`config.mk`:
```
export PLATFORM = sky130hd
export DESIGN_NAME = reg_file_flags
export DESIGN_NICKNAME = d
export VERILOG_FILES = /design/src/rtl/cpu_pkg.sv /design/src/rtl/flag_reg.sv /design/src/rtl/reg_file_flags.sv
export SDC_FILE = /design/constraint.sdc
export NUM_CORES = 1
export LEC_CHECK = 0
export CAP_MARGIN = 30
export CORE_ASPECT_RATIO = 1.25
export CORE_MARGIN = 5
export CORE_UTILIZATION = 35
export CTS_CLUSTER_DIAMETER = 120
export DETAILED_ROUTE_END_ITERATION = 8
export PLACE_DENSITY = 0.6
export SLEW_MARGIN = 10
export SYNTH_ARGS = -nofsm -noshare
export SYNTH_HDL_FRONTEND = slang
export SYNTH_SLANG_ARGS = --single-unit
```
`constraint.sdc`:
```
create_clock -name clk -period 3.47 [get_ports clk]
set_input_delay 1.041 -clock clk [delete_from_list [all_inputs] [get_ports clk]]
set_output_delay 1.041 -clock clk [all_outputs]
set_load 0.02 [all_outputs]
```
`src/rtl/cpu_pkg.sv`:
```
// Shared CPU datapath types: operand/address widths and the compare-flag bundle
// used by the register file, ALU and branch unit.
package cpu_pkg;

    localparam int DATA_W = 8;
    localparam int ADDR_W = 3;

    typedef logic [DATA_W-1:0] word_t;
    typedef logic [ADDR_W-1:0] reg_addr_t;

    typedef struct packed {
        logic zero;
        logic sign;
        logic carry;
        logic overflow;
    } cmp_flags_t;

endpackage

```
`src/rtl/flag_reg.sv`:
```
// Status flags: shift-carry plus the four compare flags, each group with its own
// load enable. Outputs are purely registered so nothing loops back into the ALU.
module flag_reg
    import cpu_pkg::*;
(
    input  logic       clk,
    input  logic       reset,
    input  logic       sc_wr_en,
    input  logic       sc_in,
    input  logic       cmp_wr_en,
    input  cmp_flags_t cmp_in,
    output logic       sc_out,
    output cmp_flags_t cmp_out
);

    always_ff @(posedge clk) begin
        if (reset) begin
            sc_out  <= 1'b0;
            cmp_out <= '0;
        end else begin
            if (sc_wr_en) begin
                sc_out <= sc_in;
            end
            // all four compare flags move together; *_in is never looked at otherwise
            if (cmp_wr_en) begin
                cmp_out <= cmp_in;
            end
        end
    end

endmodule

```
`src/rtl/reg_file_flags.sv`:
```
// Architectural register file feeding the ALU operands, with optional write-to-read
// bypass, a non-bypassed debug port, and the status-flag register.
module reg_file_flags
    import cpu_pkg::*;
#(
    parameter int W      = DATA_W,
    parameter int A      = ADDR_W,
    parameter bit BYPASS = 1'b1
) (
    input  logic         clk,
    input  logic         reset,
    input  logic         wr_en,
    input  logic [A-1:0] wr_addr,
    input  logic [W-1:0] wr_data,
    input  logic [A-1:0] rd_addr_a,
    input  logic [A-1:0] rd_addr_b,
    output logic [W-1:0] rd_data_a,
    output logic [W-1:0] rd_data_b,
    input  logic         sc_wr_en,
    input  logic         sc_in,
    output logic         sc_out,
    input  logic         cmp_wr_en,
    input  logic         zero_in,
    input  logic         sign_in,
    input  logic         carry_in,
    input  logic         overflow_in,
    output logic         zero_f,
    output logic         sign_f,
    output logic         carry_f,
    output logic         overflow_f,
    input  logic [A-1:0] dbg_addr,
    output logic [W-1:0] dbg_data
);

    localparam int NREGS = 1 << A;

    logic [W-1:0] regs [NREGS];
    logic         wr_live;
    cmp_flags_t   cmp_in;
    cmp_flags_t   cmp_q;

    always_ff @(posedge clk) begin
        if (reset) begin
            for (int i = 0; i < NREGS; i++) begin
                regs[i] <= '0;
            end
        end else if (wr_en) begin
            regs[wr_addr] <= wr_data;
        end
    end

    // a write squashed by reset must not leak onto the operand ports
    assign wr_live = BYPASS && wr_en && !reset;

    always_comb begin
        rd_data_a = regs[rd_addr_a];
        rd_data_b = regs[rd_addr_b];
        if (wr_live && (rd_addr_a == wr_addr)) begin
            rd_data_a = wr_data;
        end
        if (wr_live && (rd_addr_b == wr_addr)) begin
            rd_data_b = wr_data;
        end
    end

    assign dbg_data = regs[dbg_addr];

    assign cmp_in = '{zero: zero_in, sign: sign_in, carry: carry_in, overflow: overflow_in};

    flag_reg u_flag_reg (
        .clk       (clk),
        .reset     (reset),
        .sc_wr_en  (sc_wr_en),
        .sc_in     (sc_in),
        .cmp_wr_en (cmp_wr_en),
        .cmp_in    (cmp_in),
        .sc_out    (sc_out),
        .cmp_out   (cmp_q)
    );

    assign zero_f     = cmp_q.zero;
    assign sign_f     = cmp_q.sign;
    assign carry_f    = cmp_q.carry;
    assign overflow_f = cmp_q.overflow;

endmodule

```
* Word level (Yosys, flattened, before mapping)
Memory sizes are Yosys's and may differ from the RTL's.
Cells that the tools add are included.
** Storage, ports and cells
- Bits in registers :: 5
- Memory bits (writable) :: 64
- Input port bits :: 30
- Output and inout port bits :: 29
- Logic and storage cells :: 23
- Memories :: 1
** Operators by class
- Eq/ne operators :: 2
- Multiplexer cells :: 10
- Reduce and logical (&&, ||, !) cells :: 5
** Memory list
- regs :: words 8, bits a word 8, read ports 3, clocked after Yosys merged registers in 0, wr ports 8, RTL line reg_file_flags.sv:37 : logic [W-1:0] regs [NREGS];
** Operator list (count)
- $mux 8 :: 3
- $reduce_or 8->1 :: 1
- $eq 3x3->1 :: 2
- $mux 1 :: 6
- $logic_and 1x1->1 :: 3
- $mux 3 :: 1
- $logic_not 1->1 :: 1

* Depth between registers and ports, before layout
- Depth in word-level cells :: 5
- Depth in mapped cells :: 5
- Depth with buffers taken out :: 3

* By module
Synthesis repeated with hierarchy kept, for this count alone.
** Unflattened totals
- Cell total of the unflattened synthesis :: 280
- Area total of the unflattened synthesis :: 4416.7 um^2
** Modules (own cells, without submodules)
- reg_file_flags :: instances 1, cells an instance 264, area an instance 4242.8 um^2, seq. area each 1921.8 um^2
- flag_reg :: instances 1, cells an instance 16, area an instance 173.9 um^2, seq. area each 100.1 um^2

* Worst setup path after synthesis
OpenSTA, ideal clock, no wires.
- Path kind :: in2out
- Start point :: input rd_addr_a[1]
- End point :: output rd_data_a[0]
- Arrival time :: 2.543 ns
- Required time :: 2.429 ns
- Slack :: -0.114 ns
- Stages on the path :: 5
- Path buffers :: 2
- Path through :: clkbuf_1 -> clkbuf_1 -> mux4_2 -> mux2_2 -> mux2_2
** On the way
- Cells in the longest elaborated chain, start to end :: 3
- Elaborated cells on any way between the ends :: 4
- Classes of those cells :: eq/ne (1); mux (1); reduce/logical (1); memory (1)
** Ends and longest elaborated chain
- start, declared :: RTL line reg_file_flags.sv:15 : input logic [A-1:0] rd_addr_a,
- branches (longest 2 deep; another with $mem_v2 8x8)
- $mux 8 (*) :: RTL line reg_file_flags.sv:58 : if (wr_live && (rd_addr_a == wr_addr)) begin
- end, declared :: RTL line reg_file_flags.sv:17 : output logic [W-1:0] rd_data_a,
Every way passes the cells marked *.

* Final worst setup path
- Start point :: input rd_addr_a[0]
- End point :: output rd_data_a[5]
The elaborated chain is that of the path after synthesis.

==> flow_metrics.env <==
export IMPL_relSlewSlack_pct=55.7
export IMPL_antenna_cells=0
export IMPL_seq_area_frac_synth_pct=45.8
export IMPL_path_clk_slew_ps=50
export IMPL_hpwl_um=8730
export IMPL_drive_gt1_share_pct=48.8
export IMPL_clk_path_buf_depth=2
export IMPL_crit_fanout=4
export IMPL_crit_top_cell="mux2_4"
export IMPL_crit_required_ps=2430
export IMPL_power_leakage_nw=2.34
export IMPL_finalPower_mw=2.48
export IMPL_cp_top_family="multiplexers"
export IMPL_cp_slowest_cell="mux4_2"
export IMPL_ant_nets=0
export IMPL_antenna_found_initial=0
export IMPL_finalInstanceArea_um2=6010
export IMPL_place_gp_congestion=0.819
export IMPL_ioPinCount=59
export IMPL_dp_cells=520
export IMPL_worst_pin_slew_ps=662
export IMPL_nFillCells=1151
export IMPL_cts_sinks=69
export IMPL_postLayoutCoreUtil_pct=47.9
export IMPL_synth_top_area_share_pct=43.5
export IMPL_crit_arrival_ps=2500
export IMPL_syn_area_um2=4420
export IMPL_synth_commonest_cells="64 x and2_1, 64 x edfxtp_1, 38 x mux2_2"
export IMPL_synth_largest_area_cell="edfxtp_1"
export IMPL_syn2layout_area_growth_pct=36.1
export IMPL_cp_num_buf_inv=3
export IMPL_synthCells=280
export IMPL_drc=0
export IMPL_cts_tree="done"
export IMPL_drtIter0Drc=192
export IMPL_skew_ps=0
export IMPL_crit_type="in -> out"
export IMPL_syn_avg_cell_area_um2=15.8
export IMPL_violations="setup timing"
export IMPL_routed_wl_um=13000
export IMPL_fmaxAchievable_mhz=283
export IMPL_synth_seq_cells=69
export IMPL_setup_ws_ps=-68.8
export IMPL_synth_edf_count=64
export IMPL_instances_no_fill=547
export IMPL_die_h_um=136
export IMPL_rsz0062_at_grt="yes"
export IMPL_max_vdd_ir_drop_v=0.000343
export IMPL_first_global_vias=3109
export IMPL_core_um2=12500
export IMPL_whs_ps=502
export IMPL_critPathMaxStageDelay_ps=530
export IMPL_critPathCaptureType="primary output"
export IMPL_fin_crit_ps=3540
export IMPL_setup_viol=16
export IMPL_routed_via_density=5.28
export IMPL_cts_root_buffer="clkbuf_16"
export IMPL_track_usage_pct=17.9
export IMPL_yosys_warnings=0
export IMPL_cts_buffers=9
export IMPL_reg2reg_slack_ps=2870
export IMPL_clkLatencyLatePin_ps=330
export IMPL_h_tree_depth=3
export IMPL_async_reset_ff_share_pct=0
export IMPL_post_dp_cell_area_um2=5440
export IMPL_yosys_top_cells_area="edfxtp_1 44%, mux4_2 15%, mux4_1 11%, mux2_2 9.7%, and2_1 9.1%"
export IMPL_overflow=0
export IMPL_status="finished with violations"
export IMPL_layout_nets=404
export IMPL_finalHoldViolCount=0
export IMPL_finalSetupTns_ps=-764
export IMPL_start_util_pct=35.2
export IMPL_preCtsSetupSlack_ps=-1040
export IMPL_drtPass1Iterations=5
export IMPL_max_cap_violations=0
export IMPL_wire_per_inst_um=23.7
export IMPL_hold_path_class="reg -> reg"
export IMPL_crit_path_cell_trace="buf_12 > buf_16 > mux4_2 > mux2_4 > mux2_4 > buf_6"
export IMPL_die_w_um=110
export IMPL_synth_cell_types=23
export IMPL_p_per_area_nw_per_um2=413
export IMPL_die_area_um2=15000
export IMPL_io_buffers=58
export IMPL_grt_max_degree=16
export IMPL_rows=46
export IMPL_num_vias=2890
export IMPL_fin_crit_sh_pct=102
export IMPL_synth_fp_nets=310
export IMPL_crit_path_start_kind="input pin"
export IMPL_drv_slew=0
export IMPL_grt_pass1_wl_um=19400
export IMPL_synth_ff_type="edfxtp_1"
==> cell families (layout without fill, tap and decap cells) <==
group | Yosys count | count (layout) | share of synthesized area, %
XOR/XNOR | 6 | 6 | 1.19
buffers and inverters | 19 | 118 | 2.98
flip-flops | 69 | 69 | 45.8
multiplexers | 93 | 93 | 37.5
AND/OR/NAND/NOR | 93 | 93 | 12.5
==> worst register-to-register path: stages, from the launching register on <==
cell	delay (ps)
dfxtp_1	300
mux2i_1	130
nor2_1	50
==> metal layers <==
layer	global-route usage [%]	routed length, um	vias to the layer above
met2	32.3	6860	109
met1	20.1	4950	1469
met3	4.11	657	26
li1	-	-	1286
met4	8.08	498	0
met5	0	0	-
==> where the power goes <==
| group | switching [mW] | internal (mW) |
|---|---|---|
| logic | 0.260 | 0.356 |
| clock network | 0.320 | 0.544 |
| registers | 0.0370 | 0.964 |
==> layout by cell type, fill, tap and decap left out, types with 2 or more instances in the layout <==
cell,n
and2_1,64
buf_12,11
buf_16,6
buf_2,9
buf_4,28
buf_6,17
bufbuf_16,2
clkbuf_16,9
clkdlybuf4s50_1,21
clkinv_1,3
clkinv_2,3
dfxtp_1,5
dlygate4sd2_1,6
edfxtp_1,64
mux2_2,9
mux2_4,31
mux2i_1,5
mux4_2,48
nand2b_1,2
nand4_1,2
nor2_1,11
nor3_1,2
or2_2,8
xnor2_1,6
==> registers in the layout, indices dropped and copies added (netlist names) <==
| name | count |
|---|---|
| regs | 64 |
| u_flag_reg.cmp_out | 4 |
| u_flag_reg.sc_out | 1 |
==> worst paths after layout <==
| path | from | endpoint | cells after the start |
|---|---|---|---|
| hold reg to reg | u_flag_reg.cmp_out[1] | u_flag_reg.cmp_out[1] | 2 |
| hold / removal | u_flag_reg.cmp_out[1] | u_flag_reg.cmp_out[1] | 2 |
| setup reg to reg | u_flag_reg.cmp_out[0] | u_flag_reg.cmp_out[0] | 2 |
| setup / recovery | rd_addr_a[0] | rd_data_a[5] | 6 |
==> repair_timing <==
item / in CTS / in global routing
gates cloned: 8 / 0
setup buffers: 3 / 0
hold buffers: 0 / 0
gates resized for setup: 224 / 4
setup endpoints to repair: 24 / 17
pin swaps: 1 / 1
==> area by class of cell <==
type / count / area, um2 / area share (%)
Clock buffer: 9 / 225 / 3.75
Clock inverter: 7 / 56.3 / 0.937
Multi-Input combinational cell: 192 / 2310 / 38.5
Sequential cell: 69 / 2020 / 33.7
Tap cell: 168 / 210 / 3.50
Timing Repair Buffer: 102 / 1180 / 19.7
Power figures use the tool's default switching activity.
